[src/rtl/r5_stage_ctrl_if.sv]
// Sample-stream handshake and frame-timing bundle for one radix-5 SDF stage controller.
// master = stream source / datapath side, slave = the controller.
interface r5_stage_ctrl_if #(
   parameter int IDX_W = 5,
   parameter int TW_AW = 7
);
   logic             in_valid;
   logic             in_sof;
   logic [2:0]       ph;
   logic [IDX_W-1:0] idx;
   logic             buf_load;
   logic             bf_fire;
   logic             out_valid;
   logic             out_sof;
   logic             out_eof;
   logic [2:0]       out_ph;
   logic [IDX_W-1:0] out_idx;
   logic [TW_AW-1:0] tw_addr;
   logic             busy;
   logic             sync_err;

   modport master (
      output in_valid, in_sof,
      input  ph, idx, buf_load, bf_fire, out_valid, out_sof, out_eof,
      input  out_ph, out_idx, tw_addr, busy, sync_err
   );

   modport slave (
      input  in_valid, in_sof,
      output ph, idx, buf_load, bf_fire, out_valid, out_sof, out_eof,
      output out_ph, out_idx, tw_addr, busy, sync_err
   );
endinterface

[src/rtl/r5_stage_ctrl.sv]
// Radix-5 SDF stage sequencer: input frame counting, delayed output framing, twiddle address.
// Outputs registered; output run starts LAT cycles after the first phase-4 sample, no backpressure.
module r5_stage_ctrl #(
   parameter int D     = 17,
   parameter int LAT   = 17,
   parameter int IDX_W = 5,
   parameter int TW_AW = 7
) (
   input  logic          clk,
   input  logic          rst_n,
   r5_stage_ctrl_if.slave bus
);
   localparam int               CNT_W    = (5 * D > 1) ? $clog2(5 * D) : 1;
   localparam logic [IDX_W-1:0] IDX_LAST = IDX_W'(D - 1);
   localparam logic [IDX_W-1:0] IDX_ONE  = IDX_W'(1);
   localparam logic [CNT_W-1:0] ARM_LOAD = CNT_W'(LAT - 1);

   typedef enum logic {IN_IDLE, IN_RUN} in_st_t;
   typedef enum logic {OUT_IDLE, OUT_RUN} out_st_t;

   in_st_t           r_in_st, w_in_st_nxt;
   out_st_t          r_out_st, w_out_st_nxt;
   logic [2:0]       r_ph, w_ph_nxt, r_out_ph, w_out_ph_nxt;
   logic [IDX_W-1:0] r_idx, w_idx_nxt, r_out_idx, w_out_idx_nxt;
   logic [CNT_W-1:0] r_arm_cnt, w_arm_cnt_nxt;
   logic             r_arm, w_arm_nxt;
   logic             r_buf_load, r_bf_fire, r_sync_err;
   logic             r_out_sof, r_out_eof, r_busy;
   logic [TW_AW-1:0] r_tw, w_tw;
   logic [IDX_W+2:0] w_prod;
   logic             w_err, w_cancel, w_arm_set, w_start;
   logic             w_in_last, w_out_last;

   assign w_in_last  = (r_ph == 3'd4) && (r_idx == IDX_LAST);
   assign w_out_last = (r_out_ph == 3'd4) && (r_out_idx == IDX_LAST);

   always_comb begin
      w_in_st_nxt = r_in_st;
      w_ph_nxt    = r_ph;
      w_idx_nxt   = r_idx;
      w_err       = 1'b0;
      w_cancel    = 1'b0;
      w_arm_set   = 1'b0;
      case (r_in_st)
         IN_IDLE: begin
            if (bus.in_valid && bus.in_sof) begin
               w_in_st_nxt = IN_RUN;
               w_ph_nxt    = 3'd0;
               w_idx_nxt   = '0;
            end
         end
         IN_RUN: begin
            if (w_in_last) begin
               // Frame complete: only a fresh sof may follow without a gap
               w_ph_nxt  = 3'd0;
               w_idx_nxt = '0;
               if (!(bus.in_valid && bus.in_sof)) begin
                  w_in_st_nxt = IN_IDLE;
                  w_err       = bus.in_valid;
               end
            end else if (!bus.in_valid) begin
               w_in_st_nxt = IN_IDLE;
               w_ph_nxt    = 3'd0;
               w_idx_nxt   = '0;
               w_err       = 1'b1;
               w_cancel    = 1'b1;
            end else if (bus.in_sof) begin
               w_ph_nxt  = 3'd0;
               w_idx_nxt = '0;
               w_err     = 1'b1;
               w_cancel  = 1'b1;
            end else if (r_idx == IDX_LAST) begin
               w_ph_nxt  = r_ph + 3'd1;
               w_idx_nxt = '0;
               w_arm_set = (r_ph == 3'd3);
            end else begin
               w_idx_nxt = r_idx + IDX_ONE;
            end
         end
         default: w_in_st_nxt = IN_IDLE;
      endcase
   end

   always_comb begin
      w_arm_nxt     = r_arm;
      w_arm_cnt_nxt = r_arm_cnt;
      w_start       = 1'b0;
      w_out_st_nxt  = r_out_st;
      w_out_ph_nxt  = r_out_ph;
      w_out_idx_nxt = r_out_idx;
      if (w_arm_set) begin
         w_arm_nxt     = 1'b1;
         w_arm_cnt_nxt = ARM_LOAD;
      end else if (r_arm) begin
         if (w_cancel) begin
            w_arm_nxt = 1'b0;
         end else if (r_arm_cnt == '0) begin
            w_arm_nxt = 1'b0;
            w_start   = 1'b1;
         end else begin
            w_arm_cnt_nxt = r_arm_cnt - CNT_W'(1);
         end
      end
      // A start landing on the last sample of a run chains straight into the next run
      if (w_start) begin
         w_out_st_nxt  = OUT_RUN;
         w_out_ph_nxt  = 3'd0;
         w_out_idx_nxt = '0;
      end else if (r_out_st == OUT_RUN) begin
         if (w_out_last) begin
            w_out_st_nxt  = OUT_IDLE;
            w_out_ph_nxt  = 3'd0;
            w_out_idx_nxt = '0;
         end else if (r_out_idx == IDX_LAST) begin
            w_out_ph_nxt  = r_out_ph + 3'd1;
            w_out_idx_nxt = '0;
         end else begin
            w_out_idx_nxt = r_out_idx + IDX_ONE;
         end
      end
   end

   assign w_prod = {{IDX_W{1'b0}}, w_out_ph_nxt} * {3'b000, w_out_idx_nxt};
   assign w_tw   = (w_out_st_nxt == OUT_RUN) ? TW_AW'(w_prod) : '0;

   always_ff @(posedge clk) begin
      if (!rst_n) begin
         r_in_st    <= IN_IDLE;
         r_out_st   <= OUT_IDLE;
         r_ph       <= '0;
         r_idx      <= '0;
         r_out_ph   <= '0;
         r_out_idx  <= '0;
         r_arm      <= 1'b0;
         r_arm_cnt  <= '0;
         r_buf_load <= 1'b0;
         r_bf_fire  <= 1'b0;
         r_sync_err <= 1'b0;
         r_out_sof  <= 1'b0;
         r_out_eof  <= 1'b0;
         r_tw       <= '0;
         r_busy     <= 1'b0;
      end else begin
         r_in_st    <= w_in_st_nxt;
         r_out_st   <= w_out_st_nxt;
         r_ph       <= w_ph_nxt;
         r_idx      <= w_idx_nxt;
         r_out_ph   <= w_out_ph_nxt;
         r_out_idx  <= w_out_idx_nxt;
         r_arm      <= w_arm_nxt;
         r_arm_cnt  <= w_arm_cnt_nxt;
         r_buf_load <= (w_in_st_nxt == IN_RUN) && (w_ph_nxt != 3'd4);
         r_bf_fire  <= (w_in_st_nxt == IN_RUN) && (w_ph_nxt == 3'd4);
         r_sync_err <= w_err;
         r_out_sof  <= w_start;
         r_out_eof  <= (w_out_st_nxt == OUT_RUN) && (w_out_ph_nxt == 3'd4)
                       && (w_out_idx_nxt == IDX_LAST);
         r_tw       <= w_tw;
         r_busy     <= (w_in_st_nxt == IN_RUN) || w_arm_nxt || (w_out_st_nxt == OUT_RUN);
      end
   end

   assign bus.ph        = r_ph;
   assign bus.idx       = r_idx;
   assign bus.buf_load  = r_buf_load;
   assign bus.bf_fire   = r_bf_fire;
   assign bus.sync_err  = r_sync_err;
   assign bus.out_valid = (r_out_st == OUT_RUN);
   assign bus.out_sof   = r_out_sof;
   assign bus.out_eof   = r_out_eof;
   assign bus.out_ph    = r_out_ph;
   assign bus.out_idx   = r_out_idx;
   assign bus.tw_addr   = r_tw;
   assign bus.busy      = r_busy;
endmodule

[src/flat_wrapper.sv]
// flat-port wrapper written by rule: the top's interface ports become plain ports
module r5_stage_ctrl_flat 
#(
   parameter int D     = 17,
   parameter int LAT   = 17,
   parameter int IDX_W = 5,
   parameter int TW_AW = 7
)
  (clk, rst_n, bus_in_valid, bus_in_sof, bus_ph, bus_idx, bus_buf_load, bus_bf_fire, bus_out_valid, bus_out_sof, bus_out_eof, bus_out_ph, bus_out_idx, bus_tw_addr, bus_busy, bus_sync_err);
  r5_stage_ctrl_if #(.IDX_W(IDX_W), .TW_AW(TW_AW)) bus_i ();
  input  logic clk;
  input  logic rst_n;
  input wire logic [$bits(bus_i.in_valid)-1:0] bus_in_valid;
  input wire logic [$bits(bus_i.in_sof)-1:0] bus_in_sof;
  output wire logic [$bits(bus_i.ph)-1:0] bus_ph;
  output wire logic [$bits(bus_i.idx)-1:0] bus_idx;
  output wire logic [$bits(bus_i.buf_load)-1:0] bus_buf_load;
  output wire logic [$bits(bus_i.bf_fire)-1:0] bus_bf_fire;
  output wire logic [$bits(bus_i.out_valid)-1:0] bus_out_valid;
  output wire logic [$bits(bus_i.out_sof)-1:0] bus_out_sof;
  output wire logic [$bits(bus_i.out_eof)-1:0] bus_out_eof;
  output wire logic [$bits(bus_i.out_ph)-1:0] bus_out_ph;
  output wire logic [$bits(bus_i.out_idx)-1:0] bus_out_idx;
  output wire logic [$bits(bus_i.tw_addr)-1:0] bus_tw_addr;
  output wire logic [$bits(bus_i.busy)-1:0] bus_busy;
  output wire logic [$bits(bus_i.sync_err)-1:0] bus_sync_err;
  assign bus_i.in_valid = bus_in_valid;
  assign bus_i.in_sof = bus_in_sof;
  assign bus_ph = bus_i.ph;
  assign bus_idx = bus_i.idx;
  assign bus_buf_load = bus_i.buf_load;
  assign bus_bf_fire = bus_i.bf_fire;
  assign bus_out_valid = bus_i.out_valid;
  assign bus_out_sof = bus_i.out_sof;
  assign bus_out_eof = bus_i.out_eof;
  assign bus_out_ph = bus_i.out_ph;
  assign bus_out_idx = bus_i.out_idx;
  assign bus_tw_addr = bus_i.tw_addr;
  assign bus_busy = bus_i.busy;
  assign bus_sync_err = bus_i.sync_err;
  r5_stage_ctrl #(.D(D), .LAT(LAT), .IDX_W(IDX_W), .TW_AW(TW_AW)) u_core (.clk(clk), .rst_n(rst_n), .bus(bus_i));
endmodule
[config.mk]
export PLATFORM = sky130hd
export DESIGN_NAME = r5_stage_ctrl_flat
export DESIGN_NICKNAME = d
export VERILOG_FILES = /design/src/rtl/r5_stage_ctrl_if.sv /design/src/rtl/r5_stage_ctrl.sv /design/src/flat_wrapper.sv
export SDC_FILE = /design/constraint.sdc
export NUM_CORES = 1
export LEC_CHECK = 0
export CAP_MARGIN = 20
export CORE_AREA = 2 2 70 72
export DETAILED_ROUTE_END_ITERATION = 7
export DIE_AREA = 0 0 72 74
export GPL_TIMING_DRIVEN = 0
export HOLD_SLACK_MARGIN = 0.15
export PLACE_DENSITY = 0.72
export SETUP_SLACK_MARGIN = 0.05
export SLEW_MARGIN = 25
export SYNTH_ARGS = -nofsm -noshare
export SYNTH_HDL_FRONTEND = slang
export SYNTH_SLANG_ARGS = --single-unit
[constraint.sdc]
create_clock -name clk -period 11.45 [get_ports clk]
set_clock_uncertainty 0.05 [all_clocks]
set_input_delay 1.145 -clock clk [delete_from_list [all_inputs] [get_ports clk]]
set_output_delay 1.145 -clock clk [all_outputs]
set_load 0.02 [all_outputs]
=== Yosys cells after proc, flatten, opt, wreduce, memory -nomap -nowiden ===
Index checks and enable logic that the tools add are counted.

* Bits in registers: 39
* Latch bits: 0
* Memory bits (writable): 0
* Bits in read-only memories: 0
* Bits of input ports: 4
* Output and inout bits: 30
* Logic and storage cells: 104
* Memories kept: 0

* Add/subtract/negate cells: 5
* $mul: 1
* Div/mod/pow operators: 0
* Magnitude comparators: 0
* Equality and inequality tests: 12
* Shift-type cells: 0
* Muxes and demuxes: 50
* Bitwise logic cells: 4
* Reduce and logical (&&, ||, !) cells: 16

{| class="wikitable"
|+ Operator list
! kind !! count
|-
| $mux 5 || 13
|-
| $mux 3 || 9
|-
| $mux 1 || 25
|-
| $eq 5x5->1 const B || 3
|-
| $eq 3x3->1 const B || 4
|-
| $add 5x1->5 const B || 2
|-
| $pmux 5 s2 || 1
|-
| $logic_and 1x1->1 || 7
|-
| $logic_not 7->1 || 1
|-
| $mul 3x5->7 || 1
|-
| $sub 7x1->7 const B || 1
|-
| $add 3x1->3 const B || 2
|-
| $pmux 3 s2 || 1
|-
| $reduce_and 3->1 || 2
|-
| $ne 2x1->1 const B || 2
|-
| $not 1->1 || 4
|-
| $reduce_and 2->1 || 2
|-
| $eq 3x2->1 const B || 1
|-
| $ne 3x3->1 const B || 1
|-
| $logic_or 1x1->1 || 2
|-
| $ne 2x2->1 const B || 1
|-
| $pmux 1 s2 || 1
|-
| $reduce_bool 2->1 || 1
|-
| $reduce_or 2->1 || 1
|}

=== Logic depth before layout (Yosys ltp) ===
Gate-level depths: netlist of run 1.

* Word-level depth: 11
* Gate-level depth with buffers: 20
* Depth with buffers taken out: 19

=== Worst setup path after synthesis of run 1 ===
OpenSTA, ideal clock, no wires.

* Path type: in2reg
* Start point: input bus_in_sof
* End point: register u_core.r_tw[6], in the netlist u_core.bus.tw_addr[6]
* Setup time: 0.119 ns
* Arrival time: 3.935 ns
* Data required time: 11.281 ns
* Setup slack: 7.345 ns
* Stages on the path: 16
* Path buffers: 2
* Cell sequence: and3b_1 buf_6 and4_1 nor3_1 buf_2 nor2_1 nand2_1 fa_1 inv_1 ha_1 fa_1 a21o_1 a21oi_1 xnor2_1 nand2b_1 mux2i_1

* Word-level cells in the longest chain between the ends: 9
* Elaborated cells on any way between the ends: 16
* Those cells by class: mul (1); mux (14); reduce/logical (1)

{| class="wikitable"
|+ RTL lines
! element !! RTL line !! source
|-
| from (decl) || flat_wrapper.sv:14 || <nowiki>input wire logic [$bits(bus_i.in_sof)-1:0] bus_in_sof;</nowiki>
|-
| $mux 1 || r5_stage_ctrl.sv:67 || <nowiki>end else if (bus.in_sof) begin</nowiki>
|-
| $mux 1 || r5_stage_ctrl.sv:61 || <nowiki>end else if (!bus.in_valid) begin</nowiki>
|-
| $mux 1 || r5_stage_ctrl.sv:53 || <nowiki>if (w_in_last) begin</nowiki>
|-
| $mux 1 || r5_stage_ctrl.sv:44 || <nowiki>case (r_in_st)</nowiki>
|-
| $mux 1 || r5_stage_ctrl.sv:95 || <nowiki>if (w_cancel) begin</nowiki>
|-
| $mux 1 || r5_stage_ctrl.sv:94 || <nowiki>end else if (r_arm) begin</nowiki>
|-
| $mux 1 (*) || r5_stage_ctrl.sv:91 || <nowiki>if (w_arm_set) begin</nowiki>
|-
| $mux 3 (tied with other cells) || r5_stage_ctrl.sv:105 || <nowiki>if (w_start) begin</nowiki>
|-
| $mul 3x5->7 or $reduce_and 2->1 (tied branches) || -- ||
|-
| to (signal assigned) || r5_stage_ctrl.sv:158 || <nowiki>r_tw <= w_tw;</nowiki>
|-
| to (decl) || r5_stage_ctrl.sv:29 || <nowiki>logic [TW_AW-1:0] r_tw, w_tw;</nowiki>
|}

Every way passes the cells marked *; elsewhere a longest branch is shown, timed or not.
A chain may end at the register's enable or synchronous reset.

=== Final worst setup path of run 1 ===
Ends and elaborated chain as after synthesis.

==> results_dict.tcl, run 1 <==
set metrics [dict create \
    status "finished clean" \
    whs_ps 457 \
    multi_input_area_sq_um 1320 \
    grt_pass1_vias 1777 \
    initial_utilization_pct 48.4 \
    cp_max_fo 10 \
    syn_area_sq_um 2220 \
    wl_per_cell_microns 12.8 \
    nets 320 \
    ff2ff_path_depth 20 \
    synth_seq_cells 39 \
    num_antenna_cells 0 \
    holdBufCountCts 0 \
    hold_violations 0 \
    cts.root.buffer_cell "clkbuf_8" \
    h-tree-depth 2 \
    io_pins 34 \
    via_per_inst 5.34 \
    yosysWarnings 0 \
    placedCellCount 342 \
    coreArea_sq_um 4600 \
    vias 1863 \
    drtPass1Iterations 6 \
    final_cells 349 \
    drive_gt1_share_pct 7.46 \
    die_y_microns 74 \
    postCtsSetupRepairBufs 0 \
    cts.sinks 39 \
    synthArstFlopShare_pct 0 \
    r2r_setup_slack_ps 7260 \
    setup_viol 0 \
    max_stage_delay_ps 480 \
    syn_inst 255 \
    track_usage_pct 18.4 \
    seq_area_frac_synth_pct 35.1 \
    ir_drop_mv 0.0434 \
    synth_nets 280 \
    cts_tree "done" \
    post-route-period-util_pct 40.6 \
    drv_slew 0 \
    routed-wl-met3_microns 159 \
    grt-ovfl-total 0 \
    clockBufferDepth 2 \
    cts.repair.resized 0 \
    ant_nets 0 \
    maxUsedRoutingLayer "met4" \
    hp-class "reg2reg" \
    power.density_nw_per_um2 88.7 \
    cts_inserted_buffers 5 \
    crit_path_cell_trace "clkdlybuf4s50_1 -> nand2b_1 -> ha_1 -> a21boi_0 -> nand3b_1 -> nor3_1 -> buf_2 -> nor2_1 -> nand2_1 -> fa_1 -> inv_1 -> ha_1 -> fa_1 -> a21o_1 -> a21oi_1 -> xnor2_1 -> nand2b_1 -> mux2i_1" \
    wl_met2_microns 2150 \
    max_cap_violations 0 \
    wl_met1_microns 2020 \
    syn_to_final_growth_pct 21.8 \
    r2r_start "u_core.bus.idx[0]" \
    hold-path-endpoint "u_core.r_arm_cnt[5]" \
    clk_latency_ps 290 \
    cp.required_ps 11580 \
    cp_slowest_cell "clkdlybuf4s50_1" \
    setup-tns-final_ps 0 \
    hold_depth 2 \
    dpl.hpwl_microns 3480 \
    worst_pin_slew_ps 651 \
    worstSetupPathType "in2reg" \
    worstPathArrival_ps 4770 \
    place_congestion 0.828 \
    period_needed_ps 4650 \
    synthFlopType "dfxtp_1" \
    leakagePower_nw 1.11 \
    start_kind "primary input" \
    port_buffers 33 \
    slew-limit-headroom_pct 56.2 \
    synth-edff-count 0 \
    drt-initial-drc-count 64 \
    yosysUniqueCellTypes 52 \
    synth.avg_cell_area_sq_um 8.72 \
    hp-start "u_core.r_arm_cnt[5]" \
    grt_pass1_wl_microns 7570 \
    grt_max_degree 12 \
    drc_errors 0 \
    die_area_sq_um 5330 \
    fmax_mhz 215 \
    r2r_end "u_core.bus.tw_addr[6]" \
    finalWirelength_microns 4470 \
    fillers 430 \
    rsz0062_at_grt "false" \
    rows 25 \
    register_area_sq_um 781 \
    end_kind "flop" \
    clk_pin_slew_ps 70 \
    dieWidth_microns 72 \
    antenna_found_initial 0 \
]
-- report_power, final --
part           switching (mW)  total [mW]  internal (mW)
clock                  0.0471      0.0943         0.0472
sequential           0.000479       0.137          0.136
combinational         0.00535     0.00920        0.00385
-- worst max path at each step --
stage               slack, ps                    end  cells after the start        from
global placement         6500  u_core.bus.tw_addr[6]                     18  bus_in_sof
floorplan                7350  u_core.bus.tw_addr[6]                     16  bus_in_sof
detailed placement       6500  u_core.bus.tw_addr[6]                     18  bus_in_sof
global route             6380  u_core.bus.tw_addr[6]                     18  bus_in_sof
finish                   6800  u_core.bus.tw_addr[6]                     18  bus_in_sof
CTS                      6800  u_core.bus.tw_addr[6]                     18  bus_in_sof
-- per-stage QoR --
stage               power, mW  instance area [sq um]  worst slack (ps)  utilization [%]
floorplan               0.145                   2220              7350                -
global placement        0.149                   2620              6500             57.0
detailed placement      0.149                   2620              6500             57.0
CTS                     0.243                   2710              6800             58.9
global route            0.249                   2710              6380             58.9
finish                  0.240                   2710              6800             58.9
-- worst max-delay path: cells and delay by family --
family / cells / cell delay (ps)
and+or+nand+nor: 6 / 1050
adders and majority gates: 4 / 990
buffers and inverters: 3 / 790
AOI/OAI and AO/OA: 3 / 600
xor gates and xnor gates: 1 / 150
muxes: 1 / 60
-- area by class of cell --
| class | count | area share [%] |
|---|---|---|
| flip-flops and latches | 39 | 28.8 |
| well taps | 54 | 2.49 |
| inverters | 21 | 2.96 |
| clock inverters | 1 | 0.185 |
| multi-input cells | 188 | 48.9 |
| plain buffers | 7 | 1.43 |
| repair buffers | 33 | 12.2 |
| clock buffers | 6 | 3.05 |
-- placed cells by master (no fill, tap or decap), types with 2 or more instances in the layout --
cell	instances
inv_1	20
clkdlybuf4s50_1	33
buf_2	4
nand3b_1	3
nor3b_1	3
fa_1	4
nand2_1	24
nand4bb_1	2
clkinv_2	2
dfxtp_1	39
nor2b_1	3
and4bb_2	2
ha_1	17
o21a_1	4
nor4_1	3
nor3_1	12
xnor2_1	4
mux2_2	2
clkbuf_1	2
a21oi_1	13
xor2_1	5
o211ai_1	3
a21o_1	5
a211oi_1	2
clkbuf_8	6
and3_1	2
and2_1	8
mux2i_1	3
nand3_1	6
o22ai_1	2
nand2b_1	5
and3b_1	2
nor2_1	26
o21ai_0	4
-- cells in the mapped netlist, types with 2 or more instances --
master     count  area, sq um
dfxtp_1       39          781
nor2_1        26         97.6
nand2_1       24         90.1
inv_1         20         75.1
ha_1          17          213
a21oi_1       13         65.1
nor3_1        12         60.1
and2_1         8         50.1
nand3_1        6         30.0
a21o_1         5         37.5
nand2b_1       5         31.3
xor2_1         5         43.8
buf_2          4         20.0
fa_1           4         80.1
o21a_1         4         30.0
o21ai_0        4         20.0
xnor2_1        4         35.0
mux2i_1        3         30.0
nand3b_1       3         22.5
nor2b_1        3         18.8
nor3b_1        3         22.5
nor4_1         3         18.8
o211ai_1       3         22.5
a211oi_1       2         15.0
and3_1         2         12.5
and3b_1        2         17.5
and4bb_2       2         25.0
clkbuf_1       2         7.51
mux2_2         2         22.5
nand4bb_1      2         22.5
o22ai_1        2         12.5
-- metal layers --
| layer | global-route usage [%] | vias to the layer above |
|---|---|---|
| met5 | 0 | - |
| met4 | 11.1 | 0 |
| met3 | 3.52 | 13 |
| met2 | 31.9 | 33 |
| met1 | 21.1 | 858 |
| li1 | - | 959 |
-- sequential cells by signal, summed over array words and instances, names as in the netlist --
signal	flops
u_core.r_in_st	1
u_core.bus.buf_load	1
u_core.bus.out_ph	3
u_core.r_arm_cnt	7
u_core.bus.ph	3
u_core.bus.busy	1
u_core.bus.out_sof	1
u_core.bus.out_eof	1
u_core.bus.out_idx	5
u_core.bus.idx	5
u_core.bus.out_valid	1
u_core.bus.sync_err	1
u_core.r_arm	1
u_core.bus.tw_addr	7
u_core.bus.bf_fire	1
-- cell families after synthesis --
logic type / share of synthesized area (%)
simple gates: 25.4
compound gates: 15.0
flops: 35.1
buf+inv: 5.35
fa+ha+maj: 13.2
xor+xnor: 3.55
mux: 2.36
Note: power is estimated with default switching activity, not from simulation.
==> run 2, diff against run 1 <==
- CORE_AREA: 2 2 70 72 -> 2 2 72 74
- DIE_AREA: 0 0 72 74 -> 0 0 74 76
- clock period: 11.45 -> 4 ns (I/O delays scaled with it)
==> run 2 against run 1 <==
Net effect:
- die area is 5.6% higher
- worst hold slack got worse by 1.2 ps
- first-iteration DRC count grew 33%
- non-clock buffer count up 4
- cell count up 6.0%
- core utilization fell by 0.66 points
- routed wire length grew 5.6%
- largest cell class unchanged
- largest power group unchanged
==> results_dict.tcl, run 2 (same netlist as run 1, synthesis figures left out) <==
set metrics [dict create \
    nets 324 \
    r2r_setup_slack_ps 240 \
    hold_depth 2 \
    track_usage_pct 17.3 \
    crit_start "u_core.bus.idx[0]" \
    drc_errors 0 \
    start_kind "flop" \
    drv_slew 0 \
    max_cap_violations 0 \
    num_antenna_cells 0 \
    leakagePower_nw 1.15 \
    cts.sinks 39 \
    wl_per_cell_microns 12.7 \
    drtPass1Iterations 4 \
    finalWirelength_microns 4720 \
    rsz0062_at_grt "false" \
    h-tree-depth 2 \
    io_pins 34 \
    setup-tns-final_ps 0 \
    coreArea_sq_um 4910 \
    die_y_microns 76 \
    drive_gt1_share_pct 12.7 \
    hp-start "u_core.r_arm_cnt[5]" \
    grt-ovfl-total 0 \
    fmax_mhz 266 \
    place_congestion 0.895 \
    power.density_nw_per_um2 266 \
    ir_drop_mv 0.140 \
    worst_pin_slew_ps 544 \
    worstPathArrival_ps 3900 \
    cp.required_ps 4140 \
    post_dp_cell_area_sq_um 2640 \
    cts.root.buffer_cell "clkbuf_8" \
    vias 1948 \
    clk_latency_ps 290 \
    drt-initial-drc-count 85 \
    mostFrequentLayoutCells "37 x dfxtp_1, 33 x clkdlybuf4s50_1, 24 x nand2_1, 24 x nor2_1, 20 x inv_1" \
    clk_pin_slew_ps 80 \
    cts_tree "done" \
    end_kind "flop" \
    status "finished clean" \
    worstSetupPathType "reg2reg" \
    post-route-period-util_pct 94.0 \
    hold_violations 0 \
    ff2ff_path_depth 20 \
    dieWidth_microns 74 \
    grt_pass1_vias 1834 \
    r2r_start "u_core.bus.idx[0]" \
    grt_max_degree 13 \
    slew-limit-headroom_pct 63.8 \
    period_needed_ps 3760 \
    dpl.hpwl_microns 3420 \
    hp-class "reg2reg" \
    rows 26 \
    cts_inserted_buffers 5 \
    grt_pass1_wl_microns 7760 \
    setup_viol 0 \
    antenna_found_initial 0 \
    initial_utilization_pct 45.3 \
    cp_max_fo 8 \
    die_area_sq_um 5620 \
    port_buffers 33 \
    via_per_inst 5.26 \
    ant_nets 0 \
    fin_area_sq_um 2860 \
    finalPower_uw 763 \
    final_common_cell "dfxtp_1" \
    clockBufferDepth 2 \
    syn_to_final_growth_pct 28.7 \
]
-- run 2: cell count changes in the layout (fill, tap and decap cells not counted), moves of 2 or more --
cell and change:
ha_2 +2, nor2_4 +2, dfxtp_1 -2, buf_4 +3, nor2_1 -2, dfxtp_4 +2
ha_1 -2
-- run 2: final timing paths --
check / to
max: u_core.bus.tw_addr[6]
min: u_core.r_arm_cnt[5]
max reg2reg: u_core.bus.tw_addr[6]
min reg2reg: u_core.r_arm_cnt[5]
-- run 2: stage by stage --
stage | cells | hold slack, ps | utilization, % | worst slack (ps)
after floorplan | 255 | 421 | - | 72.5
after global placement | 358 | 436 | 53.8 | -245
after detailed placement | 358 | 443 | 53.8 | -274
after CTS | 367 | 467 | 56.7 | 89.0
after global routing | 370 | 514 | 58.3 | 39.7
final | 370 | 456 | 58.3 | 240
-- run 2: final cells by class --
class | count | area (sq um)
Inverter | 21 | 80.1
Sequential cell | 39 | 788
Clock inverter | 2 | 35.0
Buffer | 7 | 45.0
Tap cell | 70 | 87.6
Clock buffer | 6 | 82.6
Fill cell | 448 | 2050
Multi-Input combinational cell | 188 | 1370
Timing Repair Buffer | 37 | 373
-- run 2: power breakdown --
| part | internal (mW) | switching, mW | leakage (nW) |
|---|---|---|---|
| combinational | 0.0114 | 0.0156 | 0.769 |
| clock | 0.202 | 0.144 | 0.0612 |
| sequential | 0.389 | 0.00137 | 0.316 |
-- run 2: critical path: stages (launching register included) --
cell      delay (ps)
dfxtp_4          370
inv_1             40
ha_1             200
and4bb_2         270
nand3_2          100
ha_2             170
a21boi_2          60
nand3b_1         180
nor3_4            70
buf_6            150
buf_12           130
nor2_1           150
nand2_1           90
fa_1             490
inv_1             80
fa_2             410
a21o_1           200
a21oi_2          140
xnor2_1          140
nand2b_1         120
mux2i_1           60
-- run 2: what timing repair did --
| item | CTS | global route |
|---|---|---|
| pin swaps | 1 | 4 |
| resized for setup | 8 | 10 |
| setup endpoints to repair | 2 | 2 |
| endpoints found under the hold margin | 0 | 0 |
| hold buffers | 0 | 0 |
| setup buffers | 1 | 3 |
-- run 2: metal layers --
metal	part of all wire (%)	up-vias	GRT usage (%)
met1	43	911	21.3
li1	-	970	-
met3	5.5	17	5.16
met4	2.9	0	7.64
met2	48	50	27.6
met5	0	-	0
